===== src/rtl/instr_fetch_buffer.sv =====
// Instruction fetch front-end: owns the fetch PC, keeps at most DEPTH words either
// in flight or buffered, and hands PC-tagged instructions to the core in order.
module instr_fetch_buffer #(
  parameter int          DEPTH    = 4,
  parameter logic [31:0] RESET_PC = 32'h0000_0000
) (
  input  logic        clk,
  input  logic        rst,
  input  logic        redirect_valid,
  input  logic [31:0] redirect_pc,
  output logic        imem_req_valid,
  output logic [31:0] imem_req_addr,
  input  logic        imem_req_ready,
  input  logic        imem_rsp_valid,
  input  logic [31:0] imem_rsp_data,
  output logic        instr_valid,
  output logic [31:0] instr_data,
  output logic [31:0] instr_pc,
  input  logic        instr_ready
);

  localparam int AW = $clog2(DEPTH);
  localparam int OW = AW + 1;
  localparam int CW = $clog2(2 * DEPTH) + 1;

  logic [31:0]   fetch_pc;
  logic [31:0]   rsp_pc;
  logic [31:0]   fifo_data [DEPTH];
  logic [31:0]   fifo_pc   [DEPTH];
  logic [AW-1:0] rd_ptr;
  logic [AW-1:0] wr_ptr;
  logic [OW-1:0] occ;
  logic [CW-1:0] inflight;
  logic [CW-1:0] drop;
  logic [CW-1:0] used;
  logic          req_fire;
  logic          rsp_owned;
  logic          push;
  logic          pop;

  // Live requests plus buffered words never exceed DEPTH, so a push can never overflow.
  assign used           = inflight + CW'(occ);
  assign imem_req_valid = !rst && !redirect_valid && (used < CW'(DEPTH));
  assign imem_req_addr  = fetch_pc;
  assign req_fire       = imem_req_valid && imem_req_ready;

  // A response belongs to someone only if a live or dropped request is outstanding.
  assign rsp_owned = imem_rsp_valid && ((drop != '0) || (inflight != '0));
  assign push      = !rst && !redirect_valid && imem_rsp_valid &&
                     (drop == '0) && (inflight != '0);

  assign instr_valid = !rst && (occ != '0);
  assign instr_data  = instr_valid ? fifo_data[rd_ptr] : '0;
  assign instr_pc    = instr_valid ? fifo_pc[rd_ptr]   : '0;
  assign pop         = instr_valid && instr_ready && !redirect_valid;

  always_ff @(posedge clk) begin
    if (rst) begin
      fetch_pc <= RESET_PC;
      rsp_pc   <= RESET_PC;
      rd_ptr   <= '0;
      wr_ptr   <= '0;
      occ      <= '0;
      inflight <= '0;
      drop     <= '0;
    end else if (redirect_valid) begin
      fetch_pc <= redirect_pc;
      rsp_pc   <= redirect_pc;
      rd_ptr   <= '0;
      wr_ptr   <= '0;
      occ      <= '0;
      inflight <= '0;
      // Everything still in flight becomes garbage; a response arriving now is consumed here.
      drop     <= drop + inflight - CW'(rsp_owned);
    end else begin
      if (req_fire) begin
        fetch_pc <= fetch_pc + 32'd4;
      end
      if (imem_rsp_valid && (drop != '0)) begin
        drop <= drop - CW'(1);
      end
      if (push) begin
        rsp_pc <= rsp_pc + 32'd4;
        wr_ptr <= wr_ptr + AW'(1);
      end
      if (pop) begin
        rd_ptr <= rd_ptr + AW'(1);
      end
      inflight <= inflight + CW'(req_fire) - CW'(push);
      occ      <= occ + OW'(push) - OW'(pop);
    end
  end

  // Storage carries no reset; occupancy alone decides what is valid.
  always_ff @(posedge clk) begin
    if (push) begin
      fifo_data[wr_ptr] <= imem_rsp_data;
      fifo_pc[wr_ptr]   <= rsp_pc;
    end
  end

endmodule

===== config.mk =====
export PLATFORM = sky130hd
export DESIGN_NAME = instr_fetch_buffer
export DESIGN_NICKNAME = d
export VERILOG_FILES = /design/src/rtl/instr_fetch_buffer.sv
export SDC_FILE = /design/constraint.sdc
export NUM_CORES = 1
export LEC_CHECK = 0
export BUFFER_PORTS_ARGS = -buffer_cell sky130_fd_sc_hd__buf_2
export CAP_MARGIN = 20
export CORE_MARGIN = 2
export CORE_UTILIZATION = 30
export DETAILED_ROUTE_END_ITERATION = 16
export HOLD_SLACK_MARGIN = 0.02
export PLACE_DENSITY = 0.58
export SLEW_MARGIN = 10
export SYNTH_ARGS = -nofsm -noshare
export SYNTH_HDL_FRONTEND = slang
export SYNTH_SLANG_ARGS = --single-unit

===== constraint.sdc =====
create_clock -name clk -period 4.1 [get_ports clk]
set_input_delay 0.205 -clock clk [delete_from_list [all_inputs] [get_ports clk]]
set_output_delay 0.205 -clock clk [all_outputs]
set_load 0.02 [all_outputs]

# After elaboration in Yosys (flattened, before gate mapping)
# Memory sizes are Yosys's and may differ from the RTL's. A register that Yosys moved wholly into a read port is not among the register bits.
# Cells that the tools add are included.
dict set report totals {
  ff_bits 79
  latch_bits 0
  mem_bits_rw 256
  mem_bits_ro 0
  out_inout_bits 98
  mem_count 2
}
# name depth width read_ports rd_ports_with_merged_regs write_ports line
set memory_table {}
lappend memory_table {fifo_data 4 32 1 1 1 28} ;# logic [31:0] fifo_data [DEPTH];
lappend memory_table {fifo_pc 4 32 1 1 1 29} ;# logic [31:0] fifo_pc [DEPTH];
dict set report op_classes {
  addsub 12
  mul 0
  div_mod_pow 0
  magnitude_cmp 1
  n_eq_ne 0
  shifts 0
  muxes 14
  bitwise 0
  n_reduce_logical 22
}
# operator count
set op_table {}
lappend op_table {{2-to-1 mux 32 bit} 6}
lappend op_table {{adder 32 x 3 -> 32 bit, second input constant} 2}
lappend op_table {{logical AND 1 bit} 11}
lappend op_table {{2-to-1 mux 2 bit} 4}
lappend op_table {{2-to-1 mux 4 bit} 2}
lappend op_table {{nonzero test 4 bit} 2}
lappend op_table {{subtractor 4 x 1 -> 4 bit} 2}
lappend op_table {{nonzero test 2 bit} 3}
lappend op_table {{adder 2 x 1 -> 2 bit, second input constant} 2}
lappend op_table {{adder 4 x 1 -> 4 bit} 1}
lappend op_table {{adder 4 x 3 -> 4 bit} 1}
lappend op_table {{adder 4 bit} 1}
lappend op_table {{zero test 4 bit} 1}
lappend op_table {{< comparator 4 x 3 -> 1 bit, second input constant} 1}
lappend op_table {{subtractor 4 x 1 -> 4 bit, second input constant} 1}
lappend op_table {{adder 3 x 1 -> 3 bit} 1}
lappend op_table {{nonzero test 3 bit} 1}
lappend op_table {{subtractor 3 x 1 -> 3 bit} 1}
lappend op_table {{zero test 1 bit} 2}
lappend op_table {{2-to-1 mux 1 bit} 2}
lappend op_table {{OR reduction 2 bit} 1}
lappend op_table {{logical OR 1 bit} 1}

# Longest topological paths before layout
dict set report depth {
  ltp_word 7
  depth_mapped 14
  mapped_depth_nobuf 12
}

# Least setup slack after synthesis
# Ideal clock, no wire load.
dict set report synth_timing {
  path_kind {register to register}
  start {register drop[0]}
  end {memory fifo_data[1][0] (enable)}
  t_arrival_ps 3171
  t_required_ps 3671
  path_slack_ps 500
  path_stages_with_launch 8
  path_buffers 1
  period_less_slack_ps 3600
  path_cell_list {dfxtp_1 inv_1 ha_1 nor3b_1 nand4_1 inv_1 buf_1 and2_1}
}
dict set report synth_between {
  elab_chain_len 5
}
# element line
set synth_rtl {}
lappend synth_rtl {{from (decl)} 34} ;# logic [CW-1:0] drop;
lappend synth_rtl {{from (signal assigned)} 74} ;# drop <= drop + inflight - CW'(rsp_owned);
lappend synth_rtl {{from (signal assigned)} 80} ;# drop <= drop - CW'(1);
lappend synth_rtl {{zero test 4 bit} 50} ;# (drop == '0) && (inflight != '0);
lappend synth_rtl {{logical AND 1 bit} 49} ;# assign push = !rst && !redirect_valid && imem_rsp_valid &&
lappend synth_rtl {{logical AND 1 bit} 50}
lappend synth_rtl {{via push} 38} ;# logic push;
lappend synth_rtl {{2-to-1 mux 1 bit} 96} ;# if (push) begin
lappend synth_rtl {{2-to-1 mux 1 bit (implied by the code)} 97} ;# fifo_data[wr_ptr] <= imem_rsp_data;
lappend synth_rtl {{to (decl)} 28}
# The timed path passes the listed nets, and every way through them passes these cells.

# Worst setup path in the final report
dict set report layout_timing {
  start {register inflight[1]}
  end {register inflight[2]}
}
dict set report layout_between {
  elab_chain_len 6
  word_cells_on_any_way 8
  cone_classes {3 x add/sub; 1 x order compare; 4 x reduce/logical}
}
# element line
set layout_rtl {}
lappend layout_rtl {{from (decl)} 33} ;# logic [CW-1:0] inflight;
lappend layout_rtl {{from (signal assigned)} 89} ;# inflight <= inflight + CW'(req_fire) - CW'(push);
lappend layout_rtl {{adder 4 x 3 -> 4 bit} 42} ;# assign used = inflight + CW'(occ);
lappend layout_rtl {{< comparator 4 x 3 -> 1 bit} 43} ;# assign imem_req_valid = !rst && !redirect_valid && (used < CW'(DEPTH));
lappend layout_rtl {{logical AND 1 bit} 43}
lappend layout_rtl {{logical AND 1 bit} 45} ;# assign req_fire = imem_req_valid && imem_req_ready;
lappend layout_rtl {{adder 4 x 1 -> 4 bit} 89}
lappend layout_rtl {{subtractor 4 x 1 -> 4 bit (*)} 89}
# Mark *: on every way between the ends. The rest lies on a longest branch, timed or not.
# A chain may end at the register's enable or synchronous reset.

==> key figures <==
Layout
  – Syn-to-layout area delta: 24.0%
  – Core Util, Final: 0.376
  – Filler Cells Inserted: 4525
  – Cell Count, Final, Fillers Out: 1863
  – Layout cells sized above 1: 0.270
  – Nets: 1311
  – Post-route cell area: 17900 µm²

Floorplan
  – Initial Util: 0.303
  – Site Rows: 80
  – I/O pins: 168
  – CORE AREA: 47500 µm²
  – Die footprint: 49800 µm²
  – Die width: 223 µm
  – Die H: 223 µm

Power
  – Sw frac: 0.231
  – Leakage: 6.18 nW
  – P_sw: 1.79 mW
  – Pwr dens: 435 nW/µm²
  – Max IR drop VDD: 0.232 mV
  – Clock Power Share: 0.443
  – Comb power frac: 0.065
  – Reg power frac: 0.492
  – Int Pwr: 5.97 mW

Timing
  – Hold Violations, Final: 0
  – Setup violators final: 0
  – TNS Setup: 0 ps
  – PnR worst setup slack: 680 ps
  – Measured slew at the worst slew-check pin: 1000 ps
  – Clock Skews: 13.7 ps
  – Crit share post-route: 0.834
  – Fmax: 292 MHz
  – Rel. slew slack: 0.325
  – RSZ-0062 raised after global routing: false
  – Slew Limit Fails: 0
  – Minimum clock period: 3420 ps

Clock network
  – Cts bufs inserted: 40
  – Clk_lat worst skew: 560 ps
  – CTS H-Tree Depth: 2
  – Clock buffer depth: 3
  – CTS clk-pin slew, worst paths: 60 ps
  – Root Buffer: clkbuf_16
  – CTS tree: built
  – Sink Count: 337
  – Post-CTS Resized: 0
  – Hold-fix buffers at CTS: 54
  – Post-CTS setup buffer count: 0

Place
  – PortBufs: 167
  – Worst slack, placed: 730 ps
  – Final Wtd Congestion: 0.825
  – DP Wirelength: 24.0 mm
  – Post-place instance area: 16000 µm²
  – Dpl cells: 1734

Setup path
  – Worst path bufs/invs: 2
  – Slowest-stage cell, CP: or4_1
  – Crit path arrival time: 3840 ps
  – CP max FO: 16
  – CP required: 4520 ps
  – R2r endpoint: inflight[2]$_SDFF_PP0_
  – Reg2reg setup slack: 680 ps
  – Cell Chain, Critical Path: ha_1 > a31o_2 > or4_1 > nand2_4 > inv_2 > ha_1 > inv_1 > ha_1 > fa_1 > xnor2_1 > nor2_1
  – Worst stage delay on the critical path: 730 ps
  – Worst R2R Start: inflight[1]$_SDFF_PP0_
  – Crit end category: flop
  – WS Path Type: reg2reg
  – Worst Reg-to-Reg Cells: 11
  – CP top delay family: adder cells
  – Most Frequent Cell on Critical Path: ha_1
  – Startpoint Class: flop

Drt
  – Pre-Repair DR Iteration Count: 5
  – Metal2 WL: 16.9 mm
  – Routed len/inst: 19.4 µm
  – WL met3: 2.08 mm
  – Detailed Route WL: 36.1 mm
  – DR vias: 9243
  – Drt first-iter violations: 663
  – Max Used Layer: met4
  – Routed length on met1: 16.5 mm
  – Drt via density: 4.96
  – DRC: 0
  – Final ANT Viol Nets: 0

Global routing
  – Grt ovf: 0
  – First-pass GRT wire length: 55.3 mm
  – Vias in the first global route: 9478
  – Initial antenna violation count: 1
  – Tot GR Track Use: 0.144
  – Largest net degree at the start of global routing: 51

Outcome
  – Status: finished clean

Synthesis
  – Warnings, synthesis: 0
  – Post-synth top flop: edfxtp_1
  – Post-synth EDFFs: 256
  – Area share of the largest cell type after synthesis: 0.534
  – Mapped cell area: 14400 µm²
  – Average cell area after synthesis: 14.6 µm²
  – Syn_nets: 1082
  – Sequential share of the synthesized area: 0.646
  – Biggest area consumer among synthesized cells: edfxtp_1
  – Async SR Flop Fraction: 0
  – Synth cell types: 58
  – Main area contributors after synthesis: edfxtp_1 (53%), dfxtp_1 (11%), mux4_2 (10%)
  – Mapped Cells: 986
  – Yosys reg bits: 337

Min path
  – Worst hold path endpoint: imem_req_addr[30]$_SDFFE_PP0N_
  – WHS Path Cells: 3
  – Worst Hold Class: in2reg
  – Hold_sp: redirect_pc[30]

Job
  – Maxcap violations: 0
==> flip-flops by register name, indices dropped and copies added, names as in the netlist, named ones only <==
register	cells
rsp_pc	32
fifo_pc	128
inflight	4
fifo_data	128
occ	3
imem_req_addr	32
drop	4
wr_ptr	2
rd_ptr	2
==> cell usage in the layout (no fill, tap or decap), drive strengths merged, types with 30 or more instances in the layout <==
cell / n
edfxtp: 256
buf: 187
dfxtp: 81
and2: 76
mux4: 64
nand2: 56
dlygate4sd3: 54
clkbuf: 49
nor2: 37
inv: 33
nand3: 30
==> power groups by stage <==
stage | clock network [mW] | logic (mW) | registers (mW)
6_report | 3.44 | 0.503 | 3.82
5_1_grt | 3.66 | 0.565 | 3.83
4_1_cts | 3.55 | 0.504 | 3.82
3_5_place_dp | 0 | 0.460 | 3.89
3_3_place_gp | 0 | 0.454 | 3.89
2_1_floorplan | 0 | 0.286 | 3.88
==> routing by layer <==
| metal | up-vias | track usage |
|---|---|---|
| met1 | 4614 | 0.202 |
| met4 | 0 | 0.0414 |
| met5 | - | 0 |
| met2 | 310 | 0.231 |
| met3 | 43 | 0.0258 |
| li1 | 4276 | - |
==> through the flow <==
step | hold WS [ps] | total power [mW]
floorplan | 304 | 4.17
global placement | 420 | 4.34
detailed placement | 424 | 4.35
CTS | 37.5 | 7.87
global route | 73.1 | 8.05
finish | 64.2 | 7.76
==> cell families after synthesis <==
family,Yosys count,synth area share
AOI/OAI and AO/OA,137,0.0674
xor gates and xnor gates,37,0.0225
adders and majority gates,26,0.0242
buffers and inverters,86,0.0233
DFF,337,0.646
muxes,72,0.106
and+or+nand+nor,291,0.110
==> final cells by class <==
type | count | area, µm² | share of cell area
flip-flops and latches | 337 | 9310 | 0.521
multi-input cells | 563 | 4780 | 0.267
repair buffers | 241 | 1590 | 0.0890
clock buffers | 49 | 1080 | 0.0602
well taps | 615 | 769 | 0.0431
clock inverters | 25 | 214 | 0.0120
inverters | 32 | 120 | 0.00673
diodes | 1 | 2.50 | 0.000140
==> synthesized netlist by cell type (17+ instances only) <==
cell type	count
nor2_1	37
xnor2_1	27
dfxtp_1	81
ha_1	23
inv_1	30
a21oi_1	28
nand3_1	30
a31oi_1	17
edfxtp_1	256
and2_1	75
nand2_1	55
clkbuf_1	37
nand4_1	25
mux4_2	64
==> worst max path at each step <==
stage | from | to | cells past startpoint
after floorplan | drop[0]$_SDFFE_PP0P_ | fifo_data[1][0]$_DFFE_PP_ | 7
after global placement | inflight[1]$_SDFF_PP0_ | inflight[2]$_SDFF_PP0_ | 11
after detailed placement | inflight[1]$_SDFF_PP0_ | inflight[2]$_SDFF_PP0_ | 11
after CTS | inflight[1]$_SDFF_PP0_ | inflight[2]$_SDFF_PP0_ | 11
after global routing | inflight[1]$_SDFF_PP0_ | inflight[2]$_SDFF_PP0_ | 11
final | inflight[1]$_SDFF_PP0_ | inflight[2]$_SDFF_PP0_ | 11
==> worst register-to-register path: stages, from the launching register on <==
cell and delay, ps:
dfxtp_1 410, ha_1 280, a31o_2 240, or4_1 730, nand2_4 260, inv_2 170, ha_1 310, inv_1 40
ha_1 200, fa_1 390, xnor2_1 180, nor2_1 50
Power figures use the tool's default switching activity.
